===== src/rtl/flappy_pkg.sv =====
//==============================================================================
// Module      : flappy_pkg
// Description : Shared board geometry, scroll states and LFSR constants.
// Revision    : 1.0 - initial release
//==============================================================================
`default_nettype none

package flappy_pkg;

    localparam int ROWS = 15;
    localparam int COLS = 16;

    typedef logic [ROWS-1:0] col_t;

    localparam int ST_W = 2;
    typedef logic [ST_W-1:0] state_t;

    localparam state_t c_IDLE   = 2'd0;
    localparam state_t c_SCROLL = 2'd1;
    localparam state_t c_FROZEN = 2'd2;

    localparam logic [7:0] LFSR_SEED = 8'hA5;
    // x^8+x^6+x^5+x^4+1 taps state bits 7,5,4,3
    localparam logic [7:0] LFSR_TAPS = 8'hB8;

endpackage

`default_nettype wire


===== src/rtl/gap_lfsr.sv =====
//==============================================================================
// Module      : gap_lfsr
// Description : 8-bit Fibonacci LFSR choosing the gap offset of each new pipe.
// Revision    : 1.0 - initial release
//==============================================================================
`default_nettype none

module gap_lfsr
    import flappy_pkg::*;
#(
    parameter logic [7:0] SEED    = LFSR_SEED,
    parameter int          GAP_MIN = 2,
    parameter int          OFF_W   = 5
) (
    input  logic             clk,
    input  logic             reset,
    input  logic             i_clr,
    input  logic             i_adv,
    output logic [OFF_W-1:0] o_gap_off
);

    logic [7:0] r_lfsr;
    logic       w_fb;

    assign w_fb = ^(r_lfsr & LFSR_TAPS);

    always_ff @(posedge clk) begin
        if (reset || i_clr) begin
            r_lfsr <= SEED;
        end else if (i_adv) begin
            r_lfsr <= {r_lfsr[6:0], w_fb};
        end
    end

    // Offset reflects the current state; it is consumed on the same edge the LFSR advances
    assign o_gap_off = OFF_W'(GAP_MIN) + OFF_W'(r_lfsr[2:0]);

endmodule

`default_nettype wire


===== src/rtl/pipe_scroller.sv =====
//==============================================================================
// Module      : pipe_scroller
// Description : Scrolling pipe field; shifts columns left and inserts pipes.
// Revision    : 1.0 - initial release
//==============================================================================
`default_nettype none

module pipe_scroller #(
    parameter int          ROWS         = flappy_pkg::ROWS,
    parameter int          COLS         = flappy_pkg::COLS,
    parameter int          BIRD_COL     = 3,
    parameter int          MOVE_PERIOD  = 176,
    parameter int          PIPE_SPACING = 4,
    parameter int          GAP_H        = 4,
    parameter int          GAP_MIN      = 2,
    parameter logic [7:0]  LFSR_SEED    = flappy_pkg::LFSR_SEED
) (
    input  logic                 clk,
    input  logic                 reset,
    input  logic                 run,
    input  logic                 freeze,
    output logic [ROWS-1:0]      col_bird,
    output logic [COLS*ROWS-1:0] frame,
    output logic                 move,
    output logic                 busy
);

    import flappy_pkg::*;

    localparam int c_OFF_W  = $clog2(ROWS) + 1;
    localparam int c_TICK_W = (MOVE_PERIOD > 1) ? $clog2(MOVE_PERIOD) : 1;
    localparam int c_SPC_W  = (PIPE_SPACING > 1) ? $clog2(PIPE_SPACING) : 1;

    localparam logic [c_TICK_W-1:0] c_TICK_LAST = c_TICK_W'(MOVE_PERIOD - 1);
    localparam logic [c_SPC_W-1:0]  c_SPC_LOAD  = c_SPC_W'(PIPE_SPACING - 1);

    state_t              r_state;
    logic [c_TICK_W-1:0] r_tick;
    logic [c_SPC_W-1:0]  r_space;
    logic [ROWS-1:0]     r_cols [COLS];
    logic                r_move;
    logic                r_busy;

    logic                w_shift;
    logic                w_adv;
    logic                w_clr;
    logic [c_OFF_W-1:0]  w_gap_off;
    logic [ROWS-1:0]     w_pipe;
    logic [ROWS-1:0]     w_insert;

    always_comb begin
        w_shift = (r_state == c_SCROLL) && run && !freeze && (r_tick == c_TICK_LAST);
        w_adv   = w_shift && (r_space == '0);
        w_clr   = (r_state == c_IDLE) || ((r_state == c_SCROLL) && !run && !freeze);
    end

    gap_lfsr #(
        .SEED    (LFSR_SEED),
        .GAP_MIN (GAP_MIN),
        .OFF_W   (c_OFF_W)
    ) u_gap_lfsr (
        .clk       (clk),
        .reset     (reset),
        .i_clr     (w_clr),
        .i_adv     (w_adv),
        .o_gap_off (w_gap_off)
    );

    always_comb begin
        w_pipe = '0;
        for (int r = 0; r < ROWS; r++) begin
            w_pipe[r] = !((r >= int'(w_gap_off)) && (r < int'(w_gap_off) + GAP_H));
        end
        w_insert = (r_space == '0) ? w_pipe : '0;
    end

    always_ff @(posedge clk) begin
        if (reset) begin
            r_state <= c_IDLE;
            r_tick  <= '0;
            r_space <= '0;
            r_move  <= 1'b0;
            r_busy  <= 1'b0;
            for (int i = 0; i < COLS; i++) begin
                r_cols[i] <= '0;
            end
        end else begin
            r_move <= 1'b0;
            case (r_state)
                c_IDLE: begin
                    r_tick  <= '0;
                    r_space <= '0;
                    for (int i = 0; i < COLS; i++) begin
                        r_cols[i] <= '0;
                    end
                    if (run && !freeze) begin
                        r_state <= c_SCROLL;
                        r_busy  <= 1'b1;
                    end else begin
                        r_busy  <= 1'b0;
                    end
                end
                c_SCROLL: begin
                    // freeze outranks both the tick wrap and a run drop
                    if (freeze) begin
                        r_state <= c_FROZEN;
                        r_busy  <= 1'b0;
                    end else if (!run) begin
                        r_state <= c_IDLE;
                        r_busy  <= 1'b0;
                        r_tick  <= '0;
                        r_space <= '0;
                        for (int i = 0; i < COLS; i++) begin
                            r_cols[i] <= '0;
                        end
                    end else if (w_shift) begin
                        r_tick <= '0;
                        r_move <= 1'b1;
                        for (int i = 0; i < COLS - 1; i++) begin
                            r_cols[i] <= r_cols[i+1];
                        end
                        r_cols[COLS-1] <= w_insert;
                        if (r_space == '0) begin
                            r_space <= c_SPC_LOAD;
                        end else begin
                            r_space <= r_space - 1'b1;
                        end
                    end else begin
                        r_tick <= r_tick + 1'b1;
                    end
                end
                c_FROZEN: begin
                    r_busy <= 1'b0;
                end
                default: begin
                    r_state <= c_IDLE;
                    r_busy  <= 1'b0;
                end
            endcase
        end
    end

    generate
        for (genvar c = 0; c < COLS; c++) begin : g_frame
            assign frame[c*ROWS +: ROWS] = r_cols[c];
        end
    endgenerate

    assign col_bird = r_cols[BIRD_COL];
    assign move     = r_move;
    assign busy     = r_busy;

endmodule

`default_nettype wire


===== config.mk =====
export PLATFORM = sky130hd
export DESIGN_NAME = pipe_scroller
export DESIGN_NICKNAME = d
export VERILOG_FILES = /design/src/rtl/flappy_pkg.sv /design/src/rtl/gap_lfsr.sv /design/src/rtl/pipe_scroller.sv
export SDC_FILE = /design/constraint.sdc
export NUM_CORES = 1
export LEC_CHECK = 0
export CAP_MARGIN = 10
export CORE_MARGIN = 1
export CORE_UTILIZATION = 49
export CTS_CLUSTER_SIZE = 28
export DETAILED_ROUTE_END_ITERATION = 8
export GPL_TIMING_DRIVEN = 0
export PLACE_DENSITY_LB_ADDON = 0.3
export SLEW_MARGIN = 20
export SYNTH_ARGS = -nofsm -noshare
export SYNTH_HDL_FRONTEND = slang
export SYNTH_SLANG_ARGS = --single-unit

===== constraint.sdc =====
create_clock -name clk -period 5.65 [get_ports clk]
set_clock_uncertainty 0.2 [all_clocks]
set_input_delay 0.8475 -clock clk [delete_from_list [all_inputs] [get_ports clk]]
set_output_delay 0.8475 -clock clk [all_outputs]
set_load 0.05 [all_outputs]

Word-level counts from Yosys, hierarchy flattened:

Memory sizes are Yosys's and may differ from the RTL's.
Index checks and enable logic that the tools add are counted.

* order comparisons: 30
* reductions and logical operators: 48
* $add $sub $neg: 4
* muxes and demuxes: 82
* bitwise gates (word level): 49
* equality and inequality tests: 7

Operators by type and width (count)
* $mux W15: 49
* $lt A5 B32 Y1 const A: 6
* $lt A4 B32 Y1 const A: 4
* $lt A3 B32 Y1 const A: 2
* $or A1 B1 Y1: 48
* $ge A4 B5 Y1 const A: 7
* $lt A1 B32 Y1 const A: 1
* $lt A2 B32 Y1 const A: 1
* $mux W8: 3
* $logic_and A1 B1 Y1: 22
* $ge A3 B5 Y1 const A: 4
* $mux W1: 19
* $logic_not A1 Y1: 17
* $pmux W8 S2: 1
* $mux W2: 7
* $ge A1 B5 Y1 const A: 2
* $ge A2 B5 Y1 const A: 2
* $add A8 B1 Y8 const B: 1
* $eq A8 B8 Y1 const B: 1
* $reduce_xor A8 Y1: 1
* $add A5 B3 Y6 const B: 1
* $lt A4 B6 Y1 const A: 1
* $ne A3 B3 Y1 const B: 2
* $pmux W2 S3: 1
* other kinds (14): 17

* register bits after elaboration: 22
* RAM bits: 240
* bits of input ports: 4
* word-level logic and storage cells: 227
* output and inout port bits: 257
* memories kept: 1

Memories
* r_cols: depth 16, width 15, read ports 16, clocked after memory_dff 0, wr ports 16, RTL line pipe_scroller.sv:40 `logic [ROWS-1:0] r_cols [COLS];`

Logic depth before layout (Yosys ltp):

Gate-level depths: netlist (run 1).

* depth in word-level cells: 11
* mapped depth: 8
* gate-level depth less buffers: 6

Hierarchy:

From an unflattened synthesis (run 1), not the netlist that was laid out.

* cell total of the unflattened synthesis: 717
* area total of the unflattened synthesis: 10351.2 um2

By module, submodules not included
* pipe_scroller: times used 1, area an instance 9992.1 um2, cells an instance 682
* gap_lfsr: times used 1, area an instance 359.1 um2, cells an instance 35

Worst setup path after synthesis (run 1):

Ideal clock, no wire load.

* kind: input to register
* from: input run
* to: memory r_cols[6][10] (netlist: r_cols[0][100]) (enable)
* required time: 4.991 ns
* path slack: 1.232 ns
* path buffers: 2
* arrival time: 3.759 ns
* cell stages on the path: 6
* path through: nor4bb_1 > buf_2 > nand3_1 > and2_1 > buf_2 > inv_1

RTL lines
* start: declaration: RTL line pipe_scroller.sv:20 `input logic run,`
* end: declaration: RTL line pipe_scroller.sv:40

==> results of run 1 <==
==> cells by family (layout without fill, tap and decap cells) <==
group	Yosys count	after routing	share of synthesized area [%]
compound gates	55	55	3.77
xor+xnor	4	4	0.347
fa+ha+maj	10	10	1.24
buf+inv	61	374	3.41
flops	262	262	74.3
mux	8	8	0.806
simple gates	270	270	16.2
==> synth_stat cells, types with 3 or more instances <==
cell type | n | share of area, %
edfxtp_1 | 225 | 67
and2_1 | 212 | 13
o21ai_0 | 9 | 0.45
nand2_1 | 15 | 0.56
clkbuf_2 | 18 | 0.89
a22o_1 | 15 | 1.3
inv_1 | 14 | 0.52
nand3_1 | 6 | 0.30
buf_2 | 5 | 0.25
ha_1 | 10 | 1.2
a21oi_1 | 14 | 0.69
clkbuf_1 | 3 | 0.11
dfxtp_1 | 37 | 7.3
buf_4 | 19 | 1.4
nor2_1 | 20 | 0.74
xnor2_1 | 3 | 0.26
mux2i_1 | 7 | 0.69
==> state kept, by name, indices dropped and copies added (netlist names) <==
register and cells:
r_cols 240, r_tick 8, u_gap_lfsr.r_lfsr 8, r_space 2
r_state 2, busy 1, move 1
==> critical path, delay by kind of cell <==
kind	cells	cell delay [ns]
AO/OA/AOI/OAI	2	0.53
buffers and inverters	3	1.88
AND/OR/NAND/NOR	1	0.25
==> how the worst max path moves through the flow <==
stage | end | start | slack, ns | cells after the start
finish | r_cols[1][32] | freeze | 1.88 | 6
global route | r_cols[1][32] | freeze | 1.66 | 6
detailed placement | r_cols[1][37] | freeze | 1.71 | 7
CTS | r_cols[1][32] | freeze | 2.26 | 7
global placement | r_cols[0][73] | freeze | -0.32 | 7
floorplan | r_cols[0][100] | run | 1.23 | 6
==> power breakdown <==
part | leakage, nW | switching [mW] | internal (mW) | total [mW]
registers | 2.99 | 0.0373 | 2.15 | 2.19
logic | 2.17 | 0.298 | 0.116 | 0.413
clock network | 0.456 | 0.725 | 1.11 | 1.84
==> metrics by stage <==
| stage | instance area, um2 | power [mW] | cells | setup TNS [ns] | hold slack (ns) |
|---|---|---|---|---|---|
| CTS | 14000 | 4.48 | 1253 | 0 | 0.272 |
| global placement | 13000 | 2.64 | 1200 | -32.90 | 0.251 |
| floorplan | 10100 | 2.49 | 670 | 0 | 0.241 |
| detailed placement | 13100 | 2.64 | 1201 | 0 | 0.260 |
| global route | 14000 | 4.56 | 1253 | 0 | 0.294 |
| finish | 14000 | 4.44 | 1253 | 0 | 0.263 |
==> per-layer routing <==
| layer | up-vias | routed length [um] | share of wire [%] | global-route usage [%] |
|---|---|---|---|---|
| met5 | - | 0 | 0 | 0 |
| met2 | 246 | 12100 | 52 | 38.8 |
| met1 | 3021 | 8640 | 37 | 24.4 |
| met3 | 45 | 2000 | 8.6 | 6.96 |
| li1 | 2927 | - | - | - |
| met4 | 0 | 521 | 2.2 | 5.95 |
==> area by class of cell <==
type / count / area share [%]
Buffer: 47 / 2.08
Clock buffer: 33 / 5.29
Clock inverter: 19 / 1.38
Inverter: 14 / 0.429
Multi-Input combinational cell: 347 / 16.1
Sequential cell: 262 / 53.5
Tap cell: 270 / 2.41
Timing Repair Buffer: 261 / 18.8
==> qor.txt, run 1 <==
Unique masters post-synth -> 46
CTS sink cnt -> 262
Slowest cell on the critical path -> clkinv_1
Post-layout util -> 69.2%
R2r setup slk -> 2.31 ns
Final hold viol count -> 0
Largest net degree at the start of global routing -> 77
Post-route ant nets -> 0
Tmin final -> 3.77 ns
CTS max path bufs -> 3
Fillers -> 1422
Reg2Reg Depth -> 7
Initial drt markers -> 368
Vias in the first global route -> 6045
Core ar. -> 20200 um2
Global-route wire length before repair -> 34400 um
Die area -> 21200 um2
Die W -> 146 um
Netlist Area Pre-Place -> 10100 um2
Reg2reg end -> r_cols[1][32]
Worst rel slew slack -> 33.0%
WHS Endpoint -> busy
Final setup margin -> 1.88 ns
RSZ-0062 raised after global routing -> false
Period utilization -> 66.7%
Multi-input logic area -> 2250 um2
Area Growth Syn to Fin -> 38.7%
CTS buffer count -> 28
Avg Cell Area, Syn -> 15.1 um2
Slew Limit Fails -> 0
Number of remaining DRC errors -> 0
Hold WC Path Type -> reg2reg
Post-synth top flop -> edfxtp_1
CTS tree -> built
Via density -> 4.98
Commonest cells after routing, fill and taps aside -> 260 x clkdlybuf4s50_1, 225 x edfxtp_1, 212 x and2_1
Boundary pin count -> 261
Fmax -> 265 MHz
Clk Latency, worst-skew pair -> 0.53 ns
WHS Path Cells -> 2
Post-CTS setup repair buffer count -> 0
Storage cell area -> 7500 um2
Die Span Y -> 146 um
H-tree depth -> 1
Initial antenna violation count -> 0
P per Cell Area -> 317 nW/um2
Least-Margin Pin Slew -> 0.998 ns
Nets@finish -> 975
Critical setup path kind -> in2reg
Synth warn -> 0
Vias -> 6239
Post-synth ARST share -> 0%
Antenna cells -> 0
Hold_sp -> busy
GP Congestion -> 0.878
Port Buffers -> 260
Status -> completed
Cells after synthesis -> 670
Initial Util -> 49.9%
GRT overflow -> 0
Yosys reg bits -> 262
Worst VDD drop -> 256 uV
Clock root buffer -> clkbuf_16
R2r startpoint -> r_tick[0]
Sequential-to-total area share from yosys stat -> 74.3%
Worst-path fanout max -> 30
CP required -> 5.41 ns
Slowest Stage Delay on Critical Path -> 0.91 ns
GRT Resource Usage Total -> 21.5%
CP Cell Sequence -> clkdlybuf4s50_1, o21ai_0, a21oi_1, and2_1, buf_2, clkinv_1
Net Count, Synth -> 684
Number of synthesized flops with an enable pin -> 225
CTS resizes -> 0
Worst-path clk slew -> 0.06 ns
Crit end category -> flop
Drt wl/cell -> 18.5 um
# setup viols final -> 0
Post-DP HPWL -> 17100 um
Row count -> 52
Layout cells sized above 1 -> 9.66%
Wirelength, routed -> 23200 um
Commonest non-fill, non-tap cell in the layout -> clkdlybuf4s50_1
Pre-CTS setup slack -> 1.71 ns
Kind of start point of the critical path -> input pin
Static Leakage -> 5.61 nW
Worst Path Arrival -> 3.53 ns
CTS Hold Bufs -> 0
Drt first pass iters -> 6
Max-cap violations -> 0
Note: power is estimated with default switching activity, not from simulation.
==> run 2, diff against run 1 <==
--- a/config.mk
+++ b/config.mk
@@ -7,7 +7,7 @@
 export LEC_CHECK = 0
 export CAP_MARGIN = 10
 export CORE_MARGIN = 1
-export CORE_UTILIZATION = 49
+export CORE_UTILIZATION = 44
 export CTS_CLUSTER_SIZE = 28
 export DETAILED_ROUTE_END_ITERATION = 8
 export GPL_TIMING_DRIVEN = 0
==> constraint.sdc (replaced) <==
create_clock -name clk -period 3.1 [get_ports clk]
set_clock_uncertainty 0.2 [all_clocks]
set_input_delay 0.465 -clock clk [delete_from_list [all_inputs] [get_ports clk]]
set_output_delay 0.465 -clock clk [all_outputs]
set_load 0.05 [all_outputs]
==> run 2 against run 1 <==
Effect of this change:
- die area is 11% higher
- core utilization is 6.4 points lower
- design area is 1.2% higher
- via count is 0.34% higher
- sequential power is 82% higher
- power is 85% higher
- global-route usage is 1.7 points lower
- final cell count is 1.7% higher
- clock-buffer cell count is 7 higher
==> qor.txt, run 2 (synthesized netlist as in run 1, its figures left out) <==
Status -> completed
Antenna cells -> 0
P per Cell Area -> 581 nW/um2
Die W -> 153 um
Post-layout util -> 62.8%
Largest register FFs -> 240
Boundary pin count -> 261
Worst Path Arrival -> 2.84 ns
Drt wl/cell -> 18.3 um
Worst-path fanout max -> 34
Critical setup path kind -> in2reg
CTS tree -> built
Via density -> 4.91
Wirelength, routed -> 23300 um
CP required -> 3.14 ns
Setup TNS -> 0 ns
Clk Latency, worst-skew pair -> 0.53 ns
Final hold viol count -> 0
Tmin final -> 2.80 ns
Clock root buffer -> clkbuf_16
R2r setup slk -> 0.39 ns
Layout cells sized above 1 -> 11.2%
Initial drt markers -> 339
Fin cells -> 1274
# setup viols final -> 0
Row count -> 55
Max-cap violations -> 0
Post-DP HPWL -> 16800 um
Hold_ws -> 0.266 ns
Most frequent CP cell -> buf_12
Crit path buf inv count -> 7
Die Span Y -> 153 um
Slowest Stage Delay on Critical Path -> 0.52 ns
Area Growth Syn to Fin -> 40.4%
Least-Margin Pin Slew -> 0.760 ns
Initial Util -> 44.7%
Hold WC Path Type -> reg2reg
Period utilization -> 90.5%
Largest registers -> r_cols (240), r_tick (8), u_gap_lfsr.r_lfsr (8)
Core ar. -> 22600 um2
Total power draw -> 8.23 mW
Post-route ant nets -> 0
CTS sink cnt -> 262
H-tree depth -> 1
Vias -> 6260
Fmax -> 357 MHz
RSZ-0062 raised after global routing -> false
Worst rel slew slack -> 49.3%
Nets@finish -> 981
Worst VDD drop -> 483 uV
Static Leakage -> 5.68 nW
GRT Resource Usage Total -> 19.8%
CTS Hold Bufs -> 0
Commonest non-fill, non-tap cell in the layout -> clkdlybuf4s50_1
Kind of start point of the critical path -> input pin
Top reg by flops -> r_cols
Commonest cells after routing, fill and taps aside -> 260 x clkdlybuf4s50_1, 225 x edfxtp_1, 211 x and2_1
GRT overflow -> 0
CP Cell Sequence -> clkdlybuf4s50_1, nor4bb_1, buf_2, nand3_2, and2_4, buf_6, clkinvlp_4, buf_12, buf_12, buf_16
Number of remaining DRC errors -> 0
Delay-heaviest family, CP -> buffers and inverters
GP Congestion -> 0.801
CTS max path bufs -> 3
Largest net degree at the start of global routing -> 61
Drt first pass iters -> 4
Crit end category -> flop
Port Buffers -> 260
Slew Limit Fails -> 0
Cells after DPL -> 1218
Die area -> 23600 um2
Slowest cell on the critical path -> clkdlybuf4s50_1
CTS buffer count -> 29
Initial antenna violation count -> 1
Vias in the first global route -> 6137
Global-route wire length before repair -> 35200 um
Worst-path clk slew -> 0.06 ns
-- run 2: path summary, 6_finish.rpt --
kind	to	cells after the start	startpoint
setup / recovery	r_cols[0][17]	10	freeze
hold / removal	r_space[1]	2	r_space[1]
setup reg to reg	r_cols[0][17]	9	r_state[0]
hold reg to reg	r_space[1]	2	r_space[1]
-- run 2: power breakdown --
group          switching, mW  internal [mW]  total (mW)
registers             0.0616           3.92        3.98
clock network           1.34           2.15        3.49
logic                  0.545          0.218       0.762
total                   1.94           6.28        8.23
-- run 2: what timing repair did --
item / 4_1_cts / 5_1_grt
gates resized for setup: 0 / 0
endpoints found under the hold margin: 0 / 0
buffers inserted: 0 / 3
endpoints found under the setup margin: 0 / 24
-- run 2: routing by layer --
metal | wire length [um] | global-route usage, %
met5 | 0 | 0
met4 | 703 | 6.62
met3 | 1880 | 5.67
met2 | 11900 | 35.6
met1 | 8880 | 22.5
-- run 2: final cells by class --
class | count | area, um2
well taps | 285 | 357
clock inverters | 13 | 173
plain buffers | 47 | 308
inverters | 14 | 58.8
fillers | 1701 | 8400
clock buffers | 40 | 807
repair buffers | 266 | 2690
multi-input cells | 347 | 2280
flip-flops and latches | 262 | 7500
-- run 2: per-stage QoR --
step | instance area (um2) | worst slack (ns)
floorplan | 10100 | -0.118
global placement | 13100 | -1.69
detailed placement | 13200 | -0.474
CTS | 14200 | 0.0768
global route | 14200 | 0.133
finish | 14200 | 0.296
-- run 2: worst reg2reg max path, stage by stage (launching register included) --
cell,delay [ns]
dfxtp_1,0.43
nor4bb_1,0.25
buf_2,0.25
nand3_2,0.10
and2_4,0.18
buf_6,0.16
clkinvlp_4,0.15
buf_12,0.22
buf_12,0.26
buf_16,0.21
==> run 3, diff against run 2 <==
--- a/config.mk
+++ b/config.mk
@@ -11,6 +11,7 @@
 export CTS_CLUSTER_SIZE = 28
 export DETAILED_ROUTE_END_ITERATION = 8
 export GPL_TIMING_DRIVEN = 0
+export HOLD_SLACK_MARGIN = 0.02
 export PLACE_DENSITY_LB_ADDON = 0.3
 export SLEW_MARGIN = 20
 export SYNTH_ARGS = -nofsm -noshare
==> results of run 3 <==
No change in the layout: final DEF, timing and power equal those of run 2.
